File: config.mk
export PLATFORM = sky130hd
export DESIGN_NAME = sr_stack_ctrl
export DESIGN_NICKNAME = d
export VERILOG_FILES = /design/src/rtl/sr_stack_ctrl_pkg.sv /design/src/rtl/sr_stack_ctrl.sv
export SDC_FILE = /design/constraint.sdc
export NUM_CORES = 1
export LEC_CHECK = 0
export CAP_MARGIN = 20
export CORE_ASPECT_RATIO = 0.6
export CORE_MARGIN = 2
export CORE_UTILIZATION = 50
export CTS_CLUSTER_DIAMETER = 50
export DETAILED_ROUTE_END_ITERATION = 7
export GPL_ROUTABILITY_DRIVEN = 0
export GPL_TIMING_DRIVEN = 0
export PLACE_DENSITY = 0.81
export SLEW_MARGIN = 0
export SYNTH_ARGS = -nofsm -noshare
export SYNTH_HDL_FRONTEND = slang
export SYNTH_SLANG_ARGS = --single-unit
File: constraint.sdc
create_clock -name iw_clk -period 9.4 [get_ports iw_clk]
set_input_delay 0.94 -clock iw_clk [delete_from_list [all_inputs] [get_ports iw_clk]]
set_output_delay 0.94 -clock iw_clk [all_outputs]
set_load 0.01 [all_outputs]
File: src/rtl/sr_stack_ctrl_pkg.sv
// -----------------------------------------------------------------------------
// sr_stack_ctrl_pkg
// Shared definitions for the supervisor stack engine: FSM state encoding,
// push/pop op codes and the default SR-file geometry (SSP index, empty value).
// -----------------------------------------------------------------------------
package sr_stack_ctrl_pkg;

   localparam int unsigned ADDR_W_DEF      = 48;
   localparam int unsigned SR_IDX_W_DEF    = 2;
   localparam int unsigned SSP_IDX_DEF     = 1;
   localparam logic [47:0] STACK_TOP_DEF   = 48'h000000000FFF;
   localparam logic [47:0] STACK_LIMIT_DEF = 48'h000000000000;

   typedef enum logic [1:0] {
      S_IDLE = 2'd0,
      S_MEM  = 2'd1,
      S_WB   = 2'd2,
      S_RESP = 2'd3
   } state_e;

   typedef enum logic {
      OP_PUSH = 1'b0,
      OP_POP  = 1'b1
   } op_e;

endpackage

File: src/rtl/sr_stack_ctrl.sv
// -----------------------------------------------------------------------------
// sr_stack_ctrl
// Stack engine owning the supervisor stack pointer (SSP) in the SR file.
// A push/pop request is accepted in S_IDLE, SSP is sampled from the SR read
// port, bounds are checked, the data-memory access is performed, the updated
// SSP is written back for one cycle, and a response is held until consumed.
//
// Ports
//   iw_clk / iw_rst         clock, asynchronous active-high reset
//   iw_req_* / ow_req_ready request handshake (op 0=push, 1=pop)
//   ow_resp_* / iw_resp_ready response handshake (data, overflow/underflow err)
//   ow_sr_read_addr / iw_sr_read_data   SR read port (always SSP)
//   ow_sr_write_*           SR write port (one-cycle SSP write strobe)
//   ow_mem_* / iw_mem_*     data-memory port, request held until ack
// -----------------------------------------------------------------------------
module sr_stack_ctrl
   import sr_stack_ctrl_pkg::*;
#(
   parameter int unsigned        ADDR_W      = ADDR_W_DEF,
   parameter int unsigned        SR_IDX_W    = SR_IDX_W_DEF,
   parameter int unsigned        SSP_IDX     = SSP_IDX_DEF,
   parameter logic [ADDR_W-1:0]  STACK_TOP   = ADDR_W'(STACK_TOP_DEF),
   parameter logic [ADDR_W-1:0]  STACK_LIMIT = ADDR_W'(STACK_LIMIT_DEF)
) (
   input  logic                iw_clk,
   input  logic                iw_rst,
   input  logic                iw_req_valid,
   output logic                ow_req_ready,
   input  logic                iw_req_op,
   input  logic [ADDR_W-1:0]   iw_req_data,
   output logic                ow_resp_valid,
   input  logic                iw_resp_ready,
   output logic [ADDR_W-1:0]   ow_resp_data,
   output logic                ow_resp_err,
   output logic [SR_IDX_W-1:0] ow_sr_read_addr,
   input  logic [ADDR_W-1:0]   iw_sr_read_data,
   output logic [SR_IDX_W-1:0] ow_sr_write_addr,
   output logic [ADDR_W-1:0]   ow_sr_write_data,
   output logic                ow_sr_write_enable,
   output logic                ow_mem_req,
   output logic                ow_mem_we,
   output logic [ADDR_W-1:0]   ow_mem_addr,
   output logic [ADDR_W-1:0]   ow_mem_wdata,
   input  logic                iw_mem_ack,
   input  logic [ADDR_W-1:0]   iw_mem_rdata
);

   state_e              state_q;
   op_e                 op_q;
   logic [ADDR_W-1:0]   ssp_q;
   logic                resp_valid_q;
   logic                resp_err_q;
   logic [ADDR_W-1:0]   resp_data_q;
   logic                sr_we_q;
   logic [ADDR_W-1:0]   sr_wdata_q;
   logic                mem_req_q;
   logic                mem_we_q;
   logic [ADDR_W-1:0]   mem_addr_q;
   logic [ADDR_W-1:0]   mem_wdata_q;

   // Single shared incrementer/decrementer. In S_IDLE it works on the live SR
   // read data (push address = SSP-1); afterwards on the latched SSP to form
   // the write-back value.
   logic                adj_pop;
   logic [ADDR_W-1:0]   adj_in;
   logic [ADDR_W-1:0]   ssp_adj;

   always_comb begin
      adj_in  = ssp_q;
      adj_pop = (op_q == OP_POP);
      if (state_q == S_IDLE) begin
         adj_in  = iw_sr_read_data;
         adj_pop = iw_req_op;
      end
      ssp_adj = adj_pop ? (adj_in + ADDR_W'(1)) : (adj_in - ADDR_W'(1));
   end

   always_ff @(posedge iw_clk or posedge iw_rst) begin
      if (iw_rst) begin
         state_q      <= S_IDLE;
         op_q         <= OP_PUSH;
         ssp_q        <= '0;
         resp_valid_q <= 1'b0;
         resp_err_q   <= 1'b0;
         resp_data_q  <= '0;
         sr_we_q      <= 1'b0;
         sr_wdata_q   <= '0;
         mem_req_q    <= 1'b0;
         mem_we_q     <= 1'b0;
         mem_addr_q   <= '0;
         mem_wdata_q  <= '0;
      end else begin
         sr_we_q <= 1'b0;
         unique case (state_q)
            S_IDLE: begin
               if (iw_req_valid) begin
                  op_q        <= op_e'(iw_req_op);
                  ssp_q       <= iw_sr_read_data;
                  resp_data_q <= '0;
                  resp_err_q  <= 1'b0;
                  if ((iw_req_op == OP_PUSH && iw_sr_read_data == STACK_LIMIT) ||
                      (iw_req_op == OP_POP  && iw_sr_read_data == STACK_TOP)) begin
                     // Bounds violation: skip memory and SSP update entirely.
                     resp_err_q   <= 1'b1;
                     resp_valid_q <= 1'b1;
                     state_q      <= S_RESP;
                  end else begin
                     mem_req_q <= 1'b1;
                     if (iw_req_op == OP_PUSH) begin
                        mem_we_q    <= 1'b1;
                        mem_addr_q  <= ssp_adj;
                        mem_wdata_q <= iw_req_data;
                     end else begin
                        mem_we_q    <= 1'b0;
                        mem_addr_q  <= iw_sr_read_data;
                        mem_wdata_q <= '0;
                     end
                     state_q <= S_MEM;
                  end
               end
            end
            S_MEM: begin
               if (iw_mem_ack) begin
                  mem_req_q <= 1'b0;
                  if (op_q == OP_POP) begin
                     resp_data_q <= iw_mem_rdata;
                  end
                  sr_we_q    <= 1'b1;
                  sr_wdata_q <= ssp_adj;
                  state_q    <= S_WB;
               end
            end
            S_WB: begin
               resp_valid_q <= 1'b1;
               state_q      <= S_RESP;
            end
            S_RESP: begin
               if (iw_resp_ready) begin
                  resp_valid_q <= 1'b0;
                  state_q      <= S_IDLE;
               end
            end
            default: state_q <= S_IDLE;
         endcase
      end
   end

   assign ow_req_ready       = (state_q == S_IDLE);
   assign ow_resp_valid      = resp_valid_q;
   assign ow_resp_data       = resp_data_q;
   assign ow_resp_err        = resp_err_q;
   assign ow_sr_read_addr    = SR_IDX_W'(SSP_IDX);
   assign ow_sr_write_addr   = SR_IDX_W'(SSP_IDX);
   assign ow_sr_write_data   = sr_wdata_q;
   assign ow_sr_write_enable = sr_we_q;
   assign ow_mem_req         = mem_req_q;
   assign ow_mem_we          = mem_we_q;
   assign ow_mem_addr        = mem_addr_q;
   assign ow_mem_wdata       = mem_wdata_q;

endmodule

==> reports/qor.log, run 1 <==
INFO  floorplanning  row_count=47
INFO  detailed_routing num_vias=14,000
INFO  synthesis      synth_top_cells_by_count=348 x sky130_fd_sc_hd__nand2_1, 248 x sky130_fd_sc_hd__dfrtp_1, 204 x sky130_fd_sc_hd__o21ai_0
INFO  power          vdd_drop_max=189µV
INFO  setup_path     critical_path.reg2reg.startpoint=state_q[0]
INFO  synthesis      synth_area=14,100µm²
INFO  synthesis      ys_ff_latch=248
INFO  setup_path     worstPathCellList=inv_1 > ha_1 > buf_2 > buf_2 > buf_2 > buf_2 > buf_2 > buf_1 > clkbuf_1 > clkbuf_1 > mux2_2 > fa_1 > a21o_1 > a221oi_1 > a21oi_1 > o2111a_1 > nor2_1 > o221ai_1 > a32oi_1 > xor2_1 > a22oi_1
INFO  synthesis      synth_top_flop_cell=sky130_fd_sc_hd__dfrtp_1
INFO  setup_path     worst_ep_required_time=9.78ns
INFO  job            drv.max_cap_violation_count=0
INFO  setup_path     path_common_cell=sky130_fd_sc_hd__buf_2
INFO  worst_hold_path hold_path.class=flop to flop
INFO  floorplanning  coreArea=27,600µm²
INFO  synthesis      yosys.cell_count.top_type=sky130_fd_sc_hd__nand2_1
INFO  floorplanning  die_height=134µm
INFO  clocking       cts.repair.resized=0
INFO  sta            hold_ws=0.479ns
INFO  finish         n_fill_cell=2,217
INFO  setup_path     crit_path_top_delay_cell=sky130_fd_sc_hd__clkbuf_1
INFO  global_routing global_route_wire_length_before_repair=76,000µm
INFO  synthesis      synth_cells=1,568
INFO  synthesis      per_instance_average_area_after_synthesis=8.97µm²
INFO  clocking       worst_skew_pair.late_latency=0.56ns
INFO  global_routing antenna_violations_before_repair=1
INFO  clocking       cts_tree=yes
INFO  synthesis      top_post_synthesis_cells_by_area=sky130_fd_sc_hd__dfrtp_1 44%, sky130_fd_sc_hd__nand2_1 9.3%, sky130_fd_sc_hd__o21ai_0 7.3%
INFO  detailed_routing final_antenna_net_count=0
INFO  sta            fin_skew=0.0238ns
INFO  power          p_leak=0.00812µW
INFO  detailed_routing drt_drc_violations_left=0
INFO  clocking       cts_hold_buffers=0
INFO  clocking       numClockSinks=248
INFO  synthesis      netlist.top_cell.by_area=sky130_fd_sc_hd__dfrtp_1
INFO  power          pwr_density_cell=428nW/µm²
INFO  synthesis      post_synthesis_cell_type_count=75
INFO  floorplanning  design.die.area=29,500µm²
INFO  floorplanning  start_util=50.9%
INFO  setup_path     end_of_the_worst_register_to_register_path=ow_mem_addr[46]
INFO  worst_hold_path timing.hold.worst_path_depth=2
INFO  finish         ratio_of_cells_with_drive_above_1_in_the_final_layout=9.07%
INFO  sta            finalCritPeriodShare=83.8%
INFO  synthesis      seq_area_frac_synth=44.1%
INFO  sta            drv_slew=0
INFO  synthesis      synth-async-reset-ratio=100%
INFO  clocking       max-clock-path-buffers=3
INFO  setup_path     count_of_cells_along_the_worst_register_to_register_path=21
INFO  global_routing global_route.usage.total=33.4%
INFO  setup_path     timing.critical_path.from=state_q[0]
INFO  placement      portBuffers=345
INFO  sta            finalSetupTns=0ns
INFO  setup_path     cp-start-kind=flop
INFO  setup_path     r2r_slack=1.52ns
INFO  setup_path     critPathMaxStageDelay=0.82ns
INFO  finish         final_cell_area=18,900µm²
INFO  synthesis      ys_warn_count=0
INFO  global_routing via_count_of_the_first_global_routing_pass=13,000
INFO  clocking       clk_pin_slew_worst_paths=0.07ns
INFO  clocking       clock_tree.root_cell=sky130_fd_sc_hd__clkbuf_16
INFO  setup_path     critPathKind=flop to flop
INFO  placement      dpl.hpwl=38,000µm
INFO  detailed_routing dr.pass1.iters=7
INFO  power          p_total=8110µW
INFO  setup_path     worst_setup_path_end_kind=flop
INFO  global_routing grt_overflow_total=0
INFO  finish         antenna_cells_inserted=0
INFO  floorplanning  dieWidth=221µm
INFO  sta            worst_pin_slew=1.13ns
INFO  setup_path     capturing_element_of_the_worst_setup_path=ow_mem_addr[46]
INFO  sta            timing.fmax=0.127GHz
INFO  detailed_routing detail_route.wl_per_cell=21.5µm
INFO  detailed_routing drt-total-wl=50,200µm
INFO  placement      post_dp_cell_area=18,100µm²
INFO  sta            unrepaired_setup_endpoints_after_global_routing=false
INFO  sta            max-slew-margin-rel=24.5%
INFO  sta            fin_crit=7.88ns
INFO  clocking       cts_setup_buffers=0
INFO  synthesis      synth_top_area_share=44.1%
INFO  global_routing maximum_number_of_pins_on_one_net_before_global_route_repair=112
INFO  sta            setup_viol_count_final=0
INFO  setup_path     worst-path-max-fanout=10
INFO  detailed_routing number_of_violations_reported_at_the_end_of_detailed_routing_iteration_0=1,833
INFO  status         outcome=completed
INFO  synthesis      number_of_flops_mapped_to_enable_cells_by_yosys=0
INFO  setup_path     critical_path_arrival=8.26ns
INFO  detailed_routing vias_per_cell=6.00
INFO  sta            total_count_of_hold_check_failures_in_the_final_report=0
INFO  finish         final_net_count=2,129
INFO  clocking       clock_tree.htree_level_count=1
INFO  floorplanning  io_pins=352
INFO  finish         area_growth_syn_to_layout=34.5%
INFO  clocking       inserted_clock_buffers=26
-- registers in the layout, summed over array words and instances (netlist names) --
register / count
op_q: 1
ow_mem_addr: 48
ow_mem_req: 1
ow_mem_wdata: 48
ow_mem_we: 1
ow_resp_data: 48
ow_resp_err: 1
ow_resp_valid: 1
ow_sr_write_data: 48
ow_sr_write_enable: 1
ssp_q: 48
state_q: 2
-- worst min-delay path by stage --
stage | from | endpoint | slack (ns)
2_1_floorplan | ssp_q[28] | ssp_q[28] | 0.48
3_3_place_gp | ow_resp_data[38] | ow_resp_data[38] | 0.46
3_5_place_dp | ow_sr_write_data[19] | ow_sr_write_data[19] | 0.46
4_1_cts | ow_sr_write_data[19] | ow_sr_write_data[19] | 0.48
5_1_grt | ow_sr_write_data[1] | ow_sr_write_data[1] | 0.50
6_report | ow_sr_write_data[30] | ow_sr_write_data[30] | 0.48
-- cells in the final DEF (no fill, tap or decap), drive strengths merged, types with 7 or more instances in the layout --
cell type        n
o31ai           13
and3            21
xnor2           48
clkinv          11
o21a            18
buf             38
and2             9
ha              33
inv             18
nand2          348
or3             14
clkbuf          98
o211ai          13
nor2            57
mux2            86
nand3           25
a21oi           74
xor2            36
dfrtp          248
or4              7
a211oi           7
a21o            19
o21ai          205
a31oi           14
nor4            10
clkdlybuf4s50  345
nor3            29
nand4           10
mux2i           33
-- kinds of logic (layout without fill, tap and decap cells) --
logic type,Yosys count,after routing,share of synthesized area [%]
flops,248,248,44.1
other cells,2,4,0.0534
fa+ha+maj,35,35,3.15
xor+xnor,84,84,5.23
compound gates,408,408,17.1
buf+inv,122,515,3.93
simple gates,550,550,17.2
mux,119,119,9.26
-- layout make-up --
type / count / area (µm²) / area share (%)
Clock inverter: 14 / 150 / 0.793
Sequential cell: 248 / 6210 / 32.8
Clock buffer: 32 / 724 / 3.83
Multi-Input combinational cell: 1200 / 7320 / 38.7
Tap cell: 367 / 459 / 2.43
Inverter: 20 / 82.6 / 0.436
Timing Repair Buffer: 347 / 3510 / 18.5
Buffer: 102 / 479 / 2.53
-- critical path: cells and delay by family, from the launching register on --
kind / cells / cell delay [ns]
flops: 1 / 0.41
buf+inv: 9 / 3.32
mux: 1 / 0.45
fa+ha+maj: 2 / 0.61
simple gates: 1 / 0.51
compound gates: 7 / 2.05
xor+xnor: 1 / 0.32
-- per-stage QoR --
step                worst slack, ns  std cells  utilization [%]
floorplan                      1.65       1570                -
global placement              -1.52       2282             65.1
detailed placement             1.90       2284             65.3
CTS                            1.86       2330             68.5
global route                   1.38       2330             68.5
finish                         1.52       2330             68.5
-- where the power goes --
part	total, µW	leakage, µW	internal [µW]	switching, µW
Sequential	1800	0.00312	1520	283
Clock	1070	0.000427	606	459
Combinational	5250	0.00458	2130	3120
-- layer usage --
layer	GRT usage, %	vias to the layer above	wire (µm)
li1	-	6249	-
met1	48.9	6732	21300
met2	48.3	870	21000
met3	10.6	120	6640
met4	7.78	2	1240
met5	0	-	13
Note: power is estimated with default switching activity, not from simulation.
==> run 2, diff against run 1 <==
--- a/config.mk
+++ b/config.mk
@@ -8,12 +8,12 @@
 export CAP_MARGIN = 20
 export CORE_ASPECT_RATIO = 0.6
 export CORE_MARGIN = 2
-export CORE_UTILIZATION = 50
+export CORE_UTILIZATION = 45
 export CTS_CLUSTER_DIAMETER = 50
 export DETAILED_ROUTE_END_ITERATION = 7
 export GPL_ROUTABILITY_DRIVEN = 0
 export GPL_TIMING_DRIVEN = 0
-export PLACE_DENSITY = 0.81
+export PLACE_DENSITY = 0.77
 export SLEW_MARGIN = 0
 export SYNTH_ARGS = -nofsm -noshare
 export SYNTH_HDL_FRONTEND = slang
==> constraint.sdc (replaced) <==
create_clock -name iw_clk -period 7.2 [get_ports iw_clk]
set_input_delay 0.72 -clock iw_clk [delete_from_list [all_inputs] [get_ports iw_clk]]
set_output_delay 0.72 -clock iw_clk [all_outputs]
set_load 0.01 [all_outputs]
==> run 2 against run 1 <==
  * Hold slack lost 0.033 ns
  * Sequential power up 31%
  * Global-route usage shrank 2.8 points
  * Fmax increased by 13%
  * Combinational power grew 31%
  * Critical path depth is 1 lower
  * Flip-flop and latch count did not move
  * Final cell count rose by 2.3%
  * Sequential share of layout area decreased by 0.26 points
  * Register-to-register slack got worse by 1.3 ns
  * Clock skew fell by 0.011 ns
  * Critical path type unchanged
  * Critical endpoint unchanged
  * Largest cell class unchanged
==> reports/qor.log, run 2 (synthesis gave the netlist of run 1 again) <==
INFO  finish         layout_commonest_cell=sky130_fd_sc_hd__nand2_1
INFO  placement      dpl.hpwl=38,900µm [+2.2%]
INFO  setup_path     worst_ep_required_time=7.59ns [-2.19 ns]
INFO  detailed_routing detail_route.wl_per_cell=21.6µm [+0.18%]
INFO  global_routing antenna_violations_before_repair=1 [unchanged]
INFO  clocking       clk_pin_slew_worst_paths=0.06ns [about the same]
INFO  sta            unrepaired_setup_endpoints_after_global_routing=false
INFO  setup_path     cp-start-kind=flop
INFO  power          p_total=10,700µW [+32%]
INFO  clocking       cts_setup_buffers=0 [unchanged]
INFO  sta            drv_slew=0 [unchanged]
INFO  finish         layout_common_cells=348 x sky130_fd_sc_hd__nand2_1, 345 x sky130_fd_sc_hd__clkdlybuf4s50_1, 248 x sky130_fd_sc_hd__dfrtp_1, 204 x sky130_fd_sc_hd__o21ai_0, 86 x sky130_fd_sc_hd__mux2_2
INFO  setup_path     critical_path.reg2reg.startpoint=state_q[0]
INFO  finish         ratio_of_cells_with_drive_above_1_in_the_final_layout=9.40% [+0.33 points]
INFO  setup_path     worst_setup_path_end_kind=flop
INFO  sta            timing.fmax=0.144GHz [+13%]
INFO  setup_path     worst-path-max-fanout=19 [+9]
INFO  worst_hold_path hold_path_startpoint=iw_sr_read_data[8]
INFO  placement      dp_cells=2,337 [+2.3%]
INFO  floorplanning  dieWidth=232µm [+5.3%]
INFO  floorplanning  die_height=141µm [+5.2%]
INFO  power          switching_share=47.7% [+0.11 points]
INFO  detailed_routing final_antenna_net_count=0 [unchanged]
INFO  worst_hold_path min_delay_worst_endpoint=ssp_q[8]
INFO  power          comb_power_share=64.6% [about the same]
INFO  power          internal_power=5580µW [+31%]
INFO  clocking       cts_tree=yes
INFO  clocking       worst_skew_pair.late_latency=0.57ns [about the same]
INFO  sta            setup_viol_count_final=0 [unchanged]
INFO  power          power.clock.fraction=13.4% [+0.3 points]
INFO  finish         multiInputGateArea=7320µm² [unchanged]
INFO  clocking       cts_hold_buffers=0 [unchanged]
INFO  global_routing maximum_number_of_pins_on_one_net_before_global_route_repair=43 [-62%]
INFO  detailed_routing drt_drc_violations_left=0 [unchanged]
INFO  power          power.share.sequential=22.0% [-0.2 points]
INFO  setup_path     critPathKind=flop to flop
INFO  global_routing global_route.usage.total=30.7% [-2.8 points]
INFO  detailed_routing num_vias=14,000 [+0.45%]
INFO  clocking       numClockSinks=248 [unchanged]
INFO  sta            hold_ws=0.446ns [-0.0330 ns]
INFO  clocking       inserted_clock_buffers=28 [+7.7%]
INFO  floorplanning  io_pins=352 [unchanged]
INFO  sta            max-slew-margin-rel=23.7% [-0.75 points]
INFO  clocking       clock_tree.root_cell=sky130_fd_sc_hd__clkbuf_16
INFO  detailed_routing number_of_violations_reported_at_the_end_of_detailed_routing_iteration_0=1,512 [-18%]
INFO  global_routing grt_overflow_total=0 [unchanged]
INFO  job            drv.max_cap_violation_count=0 [unchanged]
INFO  setup_path     critical_path_arrival=7.36ns [-0.90 ns]
INFO  setup_path     r2r_slack=0.23ns [-1.29 ns]
INFO  detailed_routing vias_per_cell=5.89 [-1.8%]
INFO  sta            fin_crit=6.97ns [-0.914 ns]
INFO  global_routing global_route_wire_length_before_repair=77,600µm [+2.1%]
INFO  global_routing via_count_of_the_first_global_routing_pass=13,200 [+1.7%]
INFO  power          p_leak=0.00817µW [+0.56%]
INFO  setup_path     timing.critical_path.from=state_q[0]
INFO  setup_path     count_of_cells_along_the_worst_register_to_register_path=20 [-4.8%]
INFO  finish         antenna_cells_inserted=0 [unchanged]
INFO  power          vdd_drop_max=275µV [+45%]
INFO  finish         seq_area=6210µm² [unchanged]
INFO  finish         n_fill_cell=2,667 [+20%]
INFO  finish         final_net_count=2,134 [+0.23%]
INFO  worst_hold_path timing.hold.worst_path_depth=2 [unchanged]
INFO  sta            total_count_of_hold_check_failures_in_the_final_report=0 [unchanged]
INFO  placement      portBuffers=345 [unchanged]
INFO  floorplanning  row_count=50 [+6.4%]
INFO  detailed_routing drt-total-wl=51,500µm [+2.5%]
INFO  clocking       max-clock-path-buffers=3 [unchanged]
INFO  power          net_switching_power=5090µW [+32%]
INFO  status         outcome=completed
INFO  clocking       clock_tree.htree_level_count=1 [unchanged]
INFO  floorplanning  design.die.area=32,700µm² [+11%]
INFO  finish         stdcell_count=2,384 [+2.3%]
INFO  power          pwr_density_cell=560nW/µm² [+31%]
INFO  sta            finalCritPeriodShare=96.8% [+13 points]
INFO  sta            fin_skew=0.0125ns [-0.0113 ns]
INFO  floorplanning  start_util=45.4% [-5.5 points]
INFO  worst_hold_path hold_path.class=primary input to flop
INFO  setup_path     end_of_the_worst_register_to_register_path=ow_mem_addr[46]
INFO  sta            worst_pin_slew=1.14ns [+0.0113 ns]
INFO  finish         area_growth_syn_to_layout=35.6%
INFO  floorplanning  coreArea=31,000µm² [+12%]
INFO  detailed_routing dr.pass1.iters=6 [-1]
run 2: changes by cell type in the layout (fill, tap and decap cells not counted), sizes merged:
cell	delta
clkinv	-7
buf	+3
clkinvlp	+1
inv	+2
bufinv	-1
clkbuf	+7
run 2: layout make-up:
type	instances	share of cell area, %
sequential	248	32.5
timing repair buffer	351	18.7
tap	416	2.73
inverter	20	0.413
clock buffer	39	4.26
multi-input combinational	1200	38.4
buffer	101	2.52
clock inverter	9	0.466
run 2: critical path, cell delays in order (launching register included):
cell and delay (ns):
sky130_fd_sc_hd__dfrtp_1 0.41, sky130_fd_sc_hd__inv_1 0.11, sky130_fd_sc_hd__ha_1 0.17, sky130_fd_sc_hd__buf_2 0.20, sky130_fd_sc_hd__buf_2 0.28, sky130_fd_sc_hd__buf_2 0.31, sky130_fd_sc_hd__buf_2 0.31, sky130_fd_sc_hd__buf_2 0.40
sky130_fd_sc_hd__clkbuf_2 0.40, sky130_fd_sc_hd__clkbuf_2 0.48, sky130_fd_sc_hd__mux2_2 0.42, sky130_fd_sc_hd__fa_1 0.41, sky130_fd_sc_hd__a21o_1 0.20, sky130_fd_sc_hd__a221oi_1 0.59, sky130_fd_sc_hd__a21oi_1 0.23, sky130_fd_sc_hd__o2111a_1 0.33
sky130_fd_sc_hd__nor2_1 0.47, sky130_fd_sc_hd__o221ai_1 0.40, sky130_fd_sc_hd__a32oi_1 0.32, sky130_fd_sc_hd__xor2_1 0.24, sky130_fd_sc_hd__a22oi_1 0.10
run 2: metal layers:
| metal | vias up | track usage [%] | wire length [µm] |
|---|---|---|---|
| met2 | 775 | 43.7 | 21400 |
| met1 | 6872 | 44.7 | 22200 |
| met5 | - | 0 | 0 |
| li1 | 6276 | - | - |
| met4 | 0 | 7.25 | 1390 |
| met3 | 113 | 10.2 | 6490 |
run 2: worst max path at each step:
stage / to / slack [ns] / cells after the start
floorplan: ow_mem_addr[45] / 1.68 / 22
CTS: ow_mem_addr[44] / 0.23 / 21
finish: ow_mem_addr[46] / 0.23 / 20
detailed placement: ow_mem_addr[44] / -0.21 / 21
global route: ow_mem_addr[44] / 0.08 / 20
global placement: ow_mem_addr[23] / -0.1 / 20
run 2: stage by stage:
stage	worst slack, ns	TNS (ns)	utilization, %	instance area, µm²
after floorplan	1.68	0	-	14100
after global placement	-0.0965	-0.385	58.3	18100
after detailed placement	-0.215	-1.17	58.7	18200
after CTS	0.228	0	61.6	19100
after global routing	0.0823	0	61.6	19100
final	0.232	0	61.6	19100
run 2: power groups by stage:
| stage | sequential, µW | clock, µW | combinational, µW |
|---|---|---|---|
| 5_1_grt | 2420 | 1510 | 7360 |
| 3_5_place_dp | 2360 | 0 | 6600 |
| 6_report | 2350 | 1430 | 6900 |
| 3_3_place_gp | 2340 | 0 | 6480 |
| 4_1_cts | 2340 | 1450 | 6670 |
| 2_1_floorplan | 2500 | 0 | 3970 |
run 2: timing repair:
action	4_1_cts	5_1_grt
hold endpoints to repair	0	0
setup endpoints to repair	18	14
resized for setup	4	0
==> run 3, diff against run 2 <==
--- a/config.mk
+++ b/config.mk
@@ -5,8 +5,8 @@
 export SDC_FILE = /design/constraint.sdc
 export NUM_CORES = 1
 export LEC_CHECK = 0
+export ABC_AREA = 0
 export CAP_MARGIN = 20
-export CORE_ASPECT_RATIO = 0.6
 export CORE_MARGIN = 2
 export CORE_UTILIZATION = 45
 export CTS_CLUSTER_DIAMETER = 50
==> run 3 against run 2 <==
  * Sequential power is essentially flat
  * Non-clock buffer count did not move
  * Clock power rose by 22%
  * Wire length fell by 1.6%
  * Critical path type unchanged
  * Largest cell class unchanged
==> reports/qor.log, run 3 (synthesis gave the netlist of run 1 again) <==
INFO  status         outcome=completed
INFO  setup_path     crit_family=buffers and inverters
INFO  setup_path     critPathMaxStageDelay=0.54ns [-0.05 ns]
INFO  finish         final_cell_area=19,300µm² [+1.3%]
INFO  clocking       worst_skew_pair.late_latency=0.52ns [-0.05 ns]
INFO  clocking       numClockSinks=248 [unchanged]
INFO  finish         final_cell_utilization_of_the_core=63.0% [+1.4 points]
INFO  placement      dpl.hpwl=37,600µm [-3.2%]
INFO  setup_path     end_of_the_worst_register_to_register_path=ow_mem_addr[36]
INFO  job            drv.max_cap_violation_count=0 [unchanged]
INFO  setup_path     critical_path_arrival=7.08ns [-0.28 ns]
INFO  detailed_routing detail_route.wl_per_cell=21.3µm [-1.3%]
INFO  finish         seq_area=6210µm² [unchanged]
INFO  clocking       cts_setup_buffers=0 [unchanged]
INFO  sta            fin_crit=6.71ns [-0.253 ns]
INFO  power          vdd_drop_max=315µV [+14%]
INFO  sta            total_count_of_hold_check_failures_in_the_final_report=0 [unchanged]
INFO  floorplanning  dieWidth=181µm [-22%]
INFO  setup_path     worstPathCellList=inv_1 > ha_1 > buf_2 > buf_2 > buf_2 > buf_2 > buf_2 > clkbuf_2 > clkbuf_2 > mux2_2 > fa_1 > a21o_1 > a221oi_1 > a21oi_1 > o21a_1 > o211ai_1 > nand3_1 > and3_1 > o31ai_1 > o21ai_0
INFO  clocking       clock_tree.htree_level_count=2 [+1]
INFO  worst_hold_path hold_path.class=flop to flop
INFO  global_routing grt_overflow_total=0 [unchanged]
INFO  sta            post-route-worst-setup-slack=0.485ns [+0.253 ns]
INFO  clocking       cts_tree=yes
INFO  setup_path     critical_path_cell_count=20 [unchanged]
INFO  floorplanning  start_util=45.9% [+0.44 points]
INFO  sta            fin_skew=0.0140ns [+0.00154 ns]
INFO  sta            worst_pin_slew=1.14ns [-0.00575 ns]
INFO  detailed_routing drt_drc_violations_left=0 [unchanged]
INFO  sta            timing.fmax=0.149GHz [+3.8%]
INFO  clocking       cts.repair.resized=2 [-2]
INFO  clocking       clock_tree.root_cell=sky130_fd_sc_hd__clkbuf_16
INFO  finish         final_net_count=2,140 [+0.28%]
INFO  placement      portBuffers=345 [unchanged]
INFO  setup_path     cp.buffers_inverters=8 [unchanged]
INFO  sta            unrepaired_setup_endpoints_after_global_routing=false
INFO  detailed_routing final_antenna_net_count=0 [unchanged]
INFO  global_routing global_route_wire_length_before_repair=78,600µm [+1.3%]
INFO  setup_path     worst_ep_required_time=7.57ns [-0.02 ns]
INFO  sta            finalCritPeriodShare=93.3% [-3.5 points]
INFO  finish         layout_common_cells=348 x sky130_fd_sc_hd__nand2_1, 345 x sky130_fd_sc_hd__clkdlybuf4s50_1, 248 x sky130_fd_sc_hd__dfrtp_1, 204 x sky130_fd_sc_hd__o21ai_0, 86 x sky130_fd_sc_hd__mux2_2
INFO  clocking       inserted_clock_buffers=34 [+21%]
INFO  worst_hold_path min_delay_worst_endpoint=ow_mem_wdata[2]
INFO  setup_path     path_common_cell=sky130_fd_sc_hd__buf_2
INFO  worst_hold_path hold_path_startpoint=ow_mem_wdata[2]
INFO  finish         multiInputGateArea=7320µm² [unchanged]
INFO  finish         area_growth_syn_to_layout=37.4%
INFO  floorplanning  design.die.area=32,700µm² [-0.14%]
INFO  sta            setup_viol_count_final=0 [unchanged]
INFO  finish         n_fill_cell=2,497 [-6.4%]
INFO  setup_path     worst_setup_path_end_kind=flop
INFO  detailed_routing drt-total-wl=50,700µm [-1.6%]
INFO  finish         ratio_of_cells_with_drive_above_1_in_the_final_layout=10.1% [+0.75 points]
INFO  floorplanning  io_pins=352 [unchanged]
INFO  floorplanning  row_count=64 [+28%]
INFO  setup_path     crit_path_top_delay_cell=sky130_fd_sc_hd__o31ai_1
INFO  setup_path     r2r_slack=0.49ns [+0.25 ns]
INFO  detailed_routing number_of_violations_reported_at_the_end_of_detailed_routing_iteration_0=1,366 [-9.7%]
INFO  placement      post_dp_cell_area=18,200µm² [-0.14%]
INFO  setup_path     critical_path.reg2reg.startpoint=state_q[0]
INFO  setup_path     cp-start-kind=flop
INFO  sta            hold_ws=0.477ns [+0.0305 ns]
INFO  clocking       max-clock-path-buffers=3 [unchanged]
INFO  power          pwr_density_cell=555nW/µm² [-0.78%]
INFO  global_routing via_count_of_the_first_global_routing_pass=13,900 [+5.1%]
INFO  setup_path     worst-path-max-fanout=19 [unchanged]
INFO  global_routing global_route.usage.total=30.4% [-0.22 points]
INFO  sta            drv_slew=0 [unchanged]
INFO  setup_path     count_of_cells_along_the_worst_register_to_register_path=20 [unchanged]
INFO  clocking       clk_pin_slew_worst_paths=0.06ns [about the same]
INFO  floorplanning  die_height=181µm [+28%]
INFO  detailed_routing num_vias=13,700 [-2.3%]
INFO  global_routing antenna_violations_before_repair=5 [+4]
INFO  power          p_leak=0.00830µW [+1.6%]
INFO  setup_path     critPathKind=flop to flop
INFO  floorplanning  coreArea=30,700µm² [-0.96%]
INFO  finish         layout_commonest_cell=sky130_fd_sc_hd__nand2_1
INFO  global_routing maximum_number_of_pins_on_one_net_before_global_route_repair=44 [+2.3%]
INFO  clocking       cts_hold_buffers=0 [unchanged]
INFO  detailed_routing dr.pass1.iters=6 [unchanged]
INFO  sta            finalSetupTns=0ns [unchanged]
INFO  placement      placement.setup.worst_slack=-0.219ns [-0.00391 ns]
INFO  sta            max-slew-margin-rel=24.1% [+0.38 points]
INFO  detailed_routing vias_per_cell=5.76 [-2.1%]
INFO  worst_hold_path timing.hold.worst_path_depth=2 [unchanged]
run 3: changes by cell type in the layout (fill, tap and decap cells not counted), sizes merged:
cell and change:
clkbuf +3, diode +2, clkinv +1, bufinv +2
inv +6, clkinvlp +1
run 3: layout make-up:
class / count / area share [%]
flip-flops and latches: 248 / 32.1
repair buffers: 351 / 18.5
clock inverters: 19 / 1.16
diodes: 2 / 0.0259
multi-input cells: 1200 / 37.9
well taps: 396 / 2.56
plain buffers: 101 / 2.48
clock buffers: 42 / 4.92
inverters: 20 / 0.408
run 3: worst register-to-register path, delay by kind of cell (launching register included):
| kind | cells | cell delay, ns |
|---|---|---|
| muxes | 1 | 0.41 |
| and+or+nand+nor | 2 | 0.45 |
| buffers and inverters | 8 | 2.39 |
| AOI/OAI and AO/OA | 7 | 2.31 |
| DFF | 1 | 0.41 |
| adders and majority gates | 2 | 0.60 |
run 3: worst max path at each step:
| stage | from | end |
|---|---|---|
| 6_report | state_q[0] | ow_mem_addr[36] |
| 5_1_grt | state_q[1] | ow_mem_addr[36] |
| 4_1_cts | state_q[0] | ow_mem_addr[36] |
| 3_5_place_dp | state_q[0] | ow_mem_addr[36] |
| 3_3_place_gp | state_q[0] | ow_mem_addr[36] |
| 2_1_floorplan | state_q[0] | ow_mem_addr[45] |
run 3: per-stage QoR:
stage	std cells	power [µW]
floorplan	1570	6470
global placement	2311	8680
detailed placement	2317	8840
CTS	2378	10700
global route	2378	11400
finish	2379	10700
run 3: metal layers:
metal	part of all wire, %	up-vias	track usage [%]
met5	0.026	-	0
met2	47	660	50.0
met1	39	6602	37.7
met4	6.0	2	16.3
li1	-	6278	-
met3	8.0	168	6.27
run 3: where the power goes:
| group | leakage [µW] | switching (µW) | internal (µW) |
|---|---|---|---|
| clock network | 0.000570 | 684 | 1070 |
| registers | 0.00312 | 368 | 1980 |
| logic | 0.00461 | 3850 | 2780 |
